File: config.mk
export PLATFORM = sky130hd
export DESIGN_NAME = hazard_unit
export DESIGN_NICKNAME = d
export VERILOG_FILES = /design/src/rtl/hazard_unit.sv
export SDC_FILE = /design/constraint.sdc
export NUM_CORES = 1
export LEC_CHECK = 0
export CAP_MARGIN = 20
export CORE_MARGIN = 3
export CORE_UTILIZATION = 43
export CTS_CLUSTER_DIAMETER = 30
export DETAILED_ROUTE_END_ITERATION = 8
export PLACE_DENSITY = 0.77
export SYNTH_ARGS = -nofsm -noshare
export SYNTH_HDL_FRONTEND = slang
export SYNTH_SLANG_ARGS = --single-unit
File: constraint.sdc
create_clock -name clk -period 1.8 [get_ports clk]
set_input_delay 0.27 -clock clk [delete_from_list [all_inputs] [get_ports clk]]
set_output_delay 0.27 -clock clk [all_outputs]
set_load 0.01 [all_outputs]
File: src/rtl/hazard_unit.sv
// Hazard unit for the 5-stage ARM pipeline: operand forwarding, load-use stall,
// branch stall/flush, and saturating stall/branch event counters.
module hazard_unit #(
  parameter int CNT_W = 16
) (
  input  logic             clk,
  input  logic             reset,
  input  logic             Enable,
  input  logic [3:0]       RA1D,
  input  logic [3:0]       RA2D,
  input  logic [3:0]       RA1E,
  input  logic [3:0]       RA2E,
  input  logic [3:0]       WA3E,
  input  logic             RegWriteCondE,
  input  logic             MemtoRegE,
  input  logic             PCSrcD,
  input  logic             PCSrcE,
  input  logic             PCSrcM,
  input  logic             PCSrcW,
  output logic [1:0]       ForwardAE,
  output logic [1:0]       ForwardBE,
  output logic             StallF,
  output logic             StallD,
  output logic             FlushD,
  output logic             FlushE,
  output logic [CNT_W-1:0] StallCount,
  output logic [CNT_W-1:0] BranchCount
);

  localparam logic [3:0] PC_REG = 4'd15;

  logic [3:0]       wa3m_q, wa3m_d, wa3w_q, wa3w_d;
  logic             regwritem_q, regwritem_d, regwritew_q, regwritew_d;
  logic [CNT_W-1:0] stall_cnt_q, stall_cnt_d, branch_cnt_q, branch_cnt_d;

  logic             ldr_stall;
  logic             pc_wr_pending;
  logic [3:0]       ra_e [2];
  logic [1:0]       fwd  [2];

  assign ra_e[0] = RA1E;
  assign ra_e[1] = RA2E;

  // Load-use check uses the ungated MemtoRegE, so it may stall for a squashed load.
  assign ldr_stall     = MemtoRegE & ((RA1D == WA3E) | (RA2D == WA3E));
  assign pc_wr_pending = PCSrcD | PCSrcE | PCSrcM;

  // One forwarding selector per E-stage source operand; M beats W, R15 never forwards.
  generate
    for (genvar gi = 0; gi < 2; gi++) begin : g_fwd
      always_comb begin
        fwd[gi] = 2'b00;
        if (ra_e[gi] != PC_REG) begin
          if (regwritem_q && (ra_e[gi] == wa3m_q)) begin
            fwd[gi] = 2'b10;
          end else if (regwritew_q && (ra_e[gi] == wa3w_q)) begin
            fwd[gi] = 2'b01;
          end
        end
      end
    end
  endgenerate

  always_comb begin
    ForwardAE = 2'b00;
    ForwardBE = 2'b00;
    StallF    = 1'b0;
    StallD    = 1'b0;
    FlushD    = 1'b0;
    FlushE    = 1'b0;
    if (!reset) begin
      ForwardAE = fwd[0];
      ForwardBE = fwd[1];
      StallD    = ldr_stall;
      FlushE    = ldr_stall;
      StallF    = ldr_stall | pc_wr_pending;
      FlushD    = pc_wr_pending | PCSrcW;
    end
  end

  always_comb begin
    wa3m_d       = wa3m_q;
    regwritem_d  = regwritem_q;
    wa3w_d       = wa3w_q;
    regwritew_d  = regwritew_q;
    stall_cnt_d  = stall_cnt_q;
    branch_cnt_d = branch_cnt_q;
    if (Enable) begin
      wa3m_d      = WA3E;
      regwritem_d = RegWriteCondE;
      wa3w_d      = wa3m_q;
      regwritew_d = regwritem_q;
      if (ldr_stall && (stall_cnt_q != {CNT_W{1'b1}})) begin
        stall_cnt_d = stall_cnt_q + 1'b1;
      end
      if (PCSrcW && (branch_cnt_q != {CNT_W{1'b1}})) begin
        branch_cnt_d = branch_cnt_q + 1'b1;
      end
    end
  end

  always_ff @(posedge clk) begin
    if (reset) begin
      wa3m_q       <= 4'd0;
      regwritem_q  <= 1'b0;
      wa3w_q       <= 4'd0;
      regwritew_q  <= 1'b0;
      stall_cnt_q  <= '0;
      branch_cnt_q <= '0;
    end else begin
      wa3m_q       <= wa3m_d;
      regwritem_q  <= regwritem_d;
      wa3w_q       <= wa3w_d;
      regwritew_q  <= regwritew_d;
      stall_cnt_q  <= stall_cnt_d;
      branch_cnt_q <= branch_cnt_d;
    end
  end

  assign StallCount  = stall_cnt_q;
  assign BranchCount = branch_cnt_q;

endmodule

Word level (Yosys, flattened, before mapping)
Index checks and enable logic that the tools add are counted.

$add $sub $neg: 2. Multipliers: 0. Divide/modulo/power cells: 0. $lt $le $gt $ge: 0. Equal/unequal tests: 10. Shift operators: 0. Muxes and demuxes: 11. Bitwise operators: 6. Reduce and logical (&&, ||, !) cells: 8.

Operators with widths (count): adder 16 x 1 -> 16 bit, second input constant (2); != test 16 bit, second input constant (2); equality test 4 bit (6); 2-to-1 mux 2 bit (6); != test 4 bit, second input constant (2); logical AND 1 bit (6); 2-to-1 mux 1 bit (5); bitwise OR 1 bit (5); AND reduction 2 bit (2); AND 1 bit (1).

Bits in registers: 42. Bits in latches: 0. Memory bits (writable): 0. Bits in read-only memories: 0. Bits of input ports: 29. Output and inout bits: 40. Logic and storage cells: 43. Memories kept: 0.

Logic depth before layout (Yosys ltp)
Gate-level depths: netlist of run 1.

Word-level depth: 6. Depth in mapped cells: 7. Depth with buffers taken out: 6.

Worst setup path before layout of run 1
No wires, ideal clock.

Path kind: flip-flop to flip-flop. Start: reg stall_cnt_q[0] (netlist: StallCount[0]). End: reg stall_cnt_q[0] (netlist: StallCount[0]). Library setup time: 121 ps. Arrival time: 1775 ps. Required time: 1679 ps. Slack: -95 ps. Stages on the path, launching flop included: 8. Path buffers: 1. Clock period less this slack: 1895 ps. Cells stage by stage: dfxtp_1 > ha_1 > and3_2 > nand4_1 > nor2_1 > buf_2 > nor3b_1 > mux2_2.

Longest elaborated chain between the ends: 3. Elaborated cells on any way between the ends: 4. Classes of those cells: add/sub (1); eq/ne (1); reduce/logical (2).

Ends and longest elaborated chain: start: declaration (RTL line 34) `logic [CNT_W-1:0] stall_cnt_q, stall_cnt_d, branch_cnt_q, branch_cnt_d;`; start signal: assignment (RTL line 115) `stall_cnt_q <= stall_cnt_d;`; branches (longest 3 deep; another with adder 16 x 1 -> 16 bit).

Parallel ways; which one is timed is not known. A chain may end at the register's enable or synchronous reset.

Worst setup path in the final report of run 1
Start: in WA3E[1]. End: reg stall_cnt_q[14] (netlist: StallCount[14]).

Longest elaborated chain between the ends: 5. Elaborated cells on any way between the ends: 6. Classes of those cells: eq/ne (2); bitwise (2); reduce/logical (2).

Ends and longest elaborated chain: start: declaration (RTL line 13) `input logic [3:0] WA3E,`; equality test 4 bit (RTL line 45) `assign ldr_stall = MemtoRegE & ((RA1D == WA3E) | (RA2D == WA3E));`; bitwise OR 1 bit * (RTL line 45); AND 1 bit * (RTL line 45); logical AND 1 bit * (RTL line 93) `if (ldr_stall && (stall_cnt_q != {CNT_W{1'b1}})) begin`; AND reduction 2 bit (no line) *.

Every way passes the cells marked *; elsewhere a longest branch is shown, timed or not.

==> run_results.csv, run 1 <==
group,metric,value,unit
status,status,"finished clean",
clock_tree,clk_pin_slew,0.08,ns
worst_setup_path,slowest_delay,0.55,ns
power,clkPwrFrac,37.5,%
global_routing,grt_max_degree,32,
worst_hold_path,hold_depth,3,
clock_tree,clk_path_buf_depth,2,
synth,async_flop_share,0,%
worst_setup_path,crit_arrival,2.01,ns
floorplanning,die_area,6370,sq um
finish,antenna_cells,0,
route,wirelength,6950,um
clock_tree,cts_hold_buf,0,
power,switching_share,24.7,%
power,leakage,1.43,nW
route,drtIter0Drc,95,
floorplanning,row_count,26,
synth,synth_seq_area_share,35.9,%
finish,area_growth,57.5,%
timing,worstMarginPinSlew,0.375,ns
timing,timing.hold.ws,0.278,ns
worst_setup_path,worstSetupPathType,"primary input to flop",
placed_design,dp.final_hpwl,4880,um
finish,nNetsFinal,425,
synth,netlist_instances,274,
power,p_int,1.50,mW
power,ir_worst_vdd,0.520,mV
timing,rsz0062_at_grt,"yes",
finish,drive_above_1_share,30.4,%
timing,fmaxAchievable,0.562,GHz
floorplanning,ios,69,
floorplanning,core,5170,sq um
synth,synthFlopType,"dfxtp_1",
route,routedWlPerCell,14.9,um
global_routing,grt_pass1_vias,2369,
finish,area.sequential,850,sq um
route,drtPass1Iterations,4,
worst_setup_path,r2r_start,"StallCount[2]",
synth,syn_area,2340,sq um
clock_tree,insertion_delay,0.30,ns
timing,hold_violations,0,
worst_setup_path,r2r_end,"StallCount[11]",
timing,drv_slew,0,
synth,synth_warnings,0,
clock_tree,cts_tree,"built",
timing,fin_crit,1.78,ns
power,combPwrFrac,14.5,%
floorplanning,die_w,79.8,um
flow_run,maxCapViolations,0,
timing,max_slew_margin,74.8,%
synth,synth_area_per_cell,8.54,sq um
worst_setup_path,reg2reg_depth,6,
route,antenna_left,0,
global_routing,overflow,0,
power,switchingPower,0.493,mW
worst_setup_path,startpoint_type,"primary input",
floorplanning,die_h,79.8,um
global_routing,grt_first_pass_wirelength,11000,um
worst_setup_path,crit_top_cell,"buf_6",
clock_tree,cts.sinks,42,
placed_design,io_buffers,68,
power,seqPwrFrac,48.0,%
finish,multi_input_area,1580,sq um
placed_design,gp_congestion,0.816,
global_routing,track_usage,21.9,%
timing,setup_viol,0,
worst_hold_path,min_from,"WA3E[0]",
worst_setup_path,worst_setup_path_end_kind,"flop",
worst_setup_path,worst-path-buf-inv,4,
worst_setup_path,path_cells,"buf_6, buf_6, xor2_4, nor4_4, buf_4, buf_6, o2111ai_4, or4_4, a21oi_2",
synth,synth_edf_count,0,
timing,tns,0,ns
worst_setup_path,crit_required,2.03,ns
worst_hold_path,hold_class,"primary input to flop",
synth,synth-seq-cells,42,
worst_hold_path,holdPathEnd,"wa3m_q[0]",
global_routing,antenna_found_initial,0,
worst_setup_path,critPathMaxFanout,5,
worst_setup_path,cp_slowest_cell,"or4_4",
worst_setup_path,reg2reg_slack,0.03,ns
power,powerDensity,541,nW/um^2
clock_tree,cts-root-buf,"clkbuf_8",
synth,synth.distinct_cells,38,
timing,final.period_utilization,98.8,%
finish,nFillCells,406,
route,drc,0,
clock_tree,cts_made_buffers,5,
timing,fin_worst_skew,0.00603,ns
route,viasPerCell,5.25,
synth,syn-num-nets,305,
route,num_vias,2443,
floorplanning,initial_core_util,45.3,%
clock_tree,h-tree-depth,2,
worst_setup_path,cpLargestDelayFamily,"simple AND/OR/NAND/NOR gates",
==> Yosys cell counts, types with 2 or more instances <==
cell type / count / area [sq um]
a21oi_1: 14 / 70.1
a41o_1: 2 / 20.0
and3_1: 5 / 31.3
and4_1: 4 / 35.0
buf_2: 2 / 10.0
buf_6: 2 / 22.5
clkbuf_1: 5 / 18.8
clkbuf_8: 2 / 27.5
dfxtp_1: 42 / 841
ha_1: 2 / 25.0
inv_1: 3 / 11.3
mux2_2: 5 / 56.3
mux2i_1: 11 / 110
nand2_1: 13 / 48.8
nand2b_1: 3 / 18.8
nand3_1: 16 / 80.1
nand4_1: 8 / 50.1
nor2_1: 37 / 139
nor2b_1: 4 / 25.0
nor3_1: 14 / 70.1
nor3b_1: 2 / 15.0
nor4_1: 6 / 37.5
nor4_2: 2 / 25.0
o21ai_0: 7 / 35.0
o31ai_1: 8 / 60.1
or3_1: 3 / 18.8
or4_1: 7 / 52.6
xnor2_1: 16 / 140
xor2_1: 20 / 175
==> layer usage <==
layer / share of wire [%] / GRT usage, %
met5: 0 / 0
met4: 2.6 / 5.74
met3: 4.1 / 3.61
met2: 52 / 40.8
met1: 41 / 25.7
==> worst register-to-register path: stages, from the launching register on <==
cell      delay [ns]
dfxtp_1         0.35
and3_1          0.21
and3_4          0.20
o211ai_4        0.12
buf_6           0.16
or4_4           0.53
a21oi_2         0.14
==> flip-flops by register name, indices dropped and copies added (netlist names) <==
signal and flops:
StallCount 16, regwritem_q 1, BranchCount 16, wa3m_q 4, regwritew_q 1, wa3w_q 4
==> final cells by class <==
cell class	count	area share (%)
Clock buffer	6	1.97
Clock inverter	2	1.02
Inverter	3	0.305
Multi-Input combinational cell	217	42.9
Sequential cell	42	23.0
Tap cell	70	2.38
Timing Repair Buffer	125	28.4
==> worst max path at each step <==
| stage | startpoint | cells past startpoint | end | slack, ns |
|---|---|---|---|---|
| 3_5_place_dp | WA3E[3] | 7 | StallCount[12] | -0.67 |
| 3_3_place_gp | WA3E[2] | 6 | StallF | -0.61 |
| 6_report | WA3E[1] | 9 | StallCount[14] | 0.02 |
| 4_1_cts | wa3m_q[2] | 5 | ForwardBE[1] | 0.004 |
| 5_1_grt | StallCount[2] | 6 | StallCount[11] | -0.04 |
| 2_1_floorplan | StallCount[0] | 7 | StallCount[0] | -0.005 |
==> kinds of logic after synthesis <==
logic type                 after synthesis  share of synthesized area (%)
xor gates and xnor gates                36                           13.5
muxes                                   16                           7.11
and+or+nand+nor                        128                           28.9
adders and majority gates                2                           1.07
buffers and inverters                   15                           4.17
DFF                                     42                           35.9
AOI/OAI and AO/OA                       35                           9.35
==> stage by stage <==
stage	power [mW]	util [%]	setup slack (ns)	cell area, sq um	instances
3_5_place_dp	1.24	65.5	-0.671	3390	448
5_1_grt	2.07	71.3	-0.0383	3690	465
3_3_place_gp	1.24	65.5	-0.614	3390	448
4_1_cts	1.98	69.2	0.00383	3580	463
6_report	2.00	71.3	0.0215	3690	465
2_1_floorplan	1.09	-	-0.00526	2350	274
==> cell usage in the layout, fill, tap and decap left out, types with 5 or more instances in the layout <==
cell type        instances
buf_4                   52
clkdlybuf4s50_1         39
dfxtp_1                 37
nor2_1                  36
xor2_1                  16
xnor2_1                 16
nand3_1                 16
nand2_1                 13
nor3_1                  11
mux2i_1                 11
a21oi_1                 10
buf_2                   10
dlygate4sd2_1            9
nand4_1                  8
o21ai_0                  7
o31ai_1                  7
clkbuf_2                 6
buf_6                    6
nor4_1                   5
clkbuf_8                 5
==> power by group through the flow <==
stage               Combinational (mW)  Clock, mW  Sequential, mW
floorplan                        0.115          0           0.980
global placement                 0.258          0           0.978
detailed placement               0.265          0           0.979
CTS                              0.260      0.760           0.958
global route                     0.311      0.800           0.961
finish                           0.289      0.748           0.958
==> what timing repair did <==
action | CTS | global route
setup endpoints to repair | 24 | 22
gates resized for setup | 81 | 38
pin swaps | 16 | 21
setup buffers | 8 | 2
No activity file was read; power rests on OpenSTA's default activity.
==> run 2: changes to the inputs <==
--- a/config.mk
+++ b/config.mk
@@ -5,6 +5,7 @@
 export SDC_FILE = /design/constraint.sdc
 export NUM_CORES = 1
 export LEC_CHECK = 0
+export ABC_CLOCK_PERIOD_IN_PS = 1800
 export CAP_MARGIN = 20
 export CORE_MARGIN = 3
 export CORE_UTILIZATION = 43
==> results of run 2 <==
No change in the layout: final DEF, timing and power equal those of run 1.
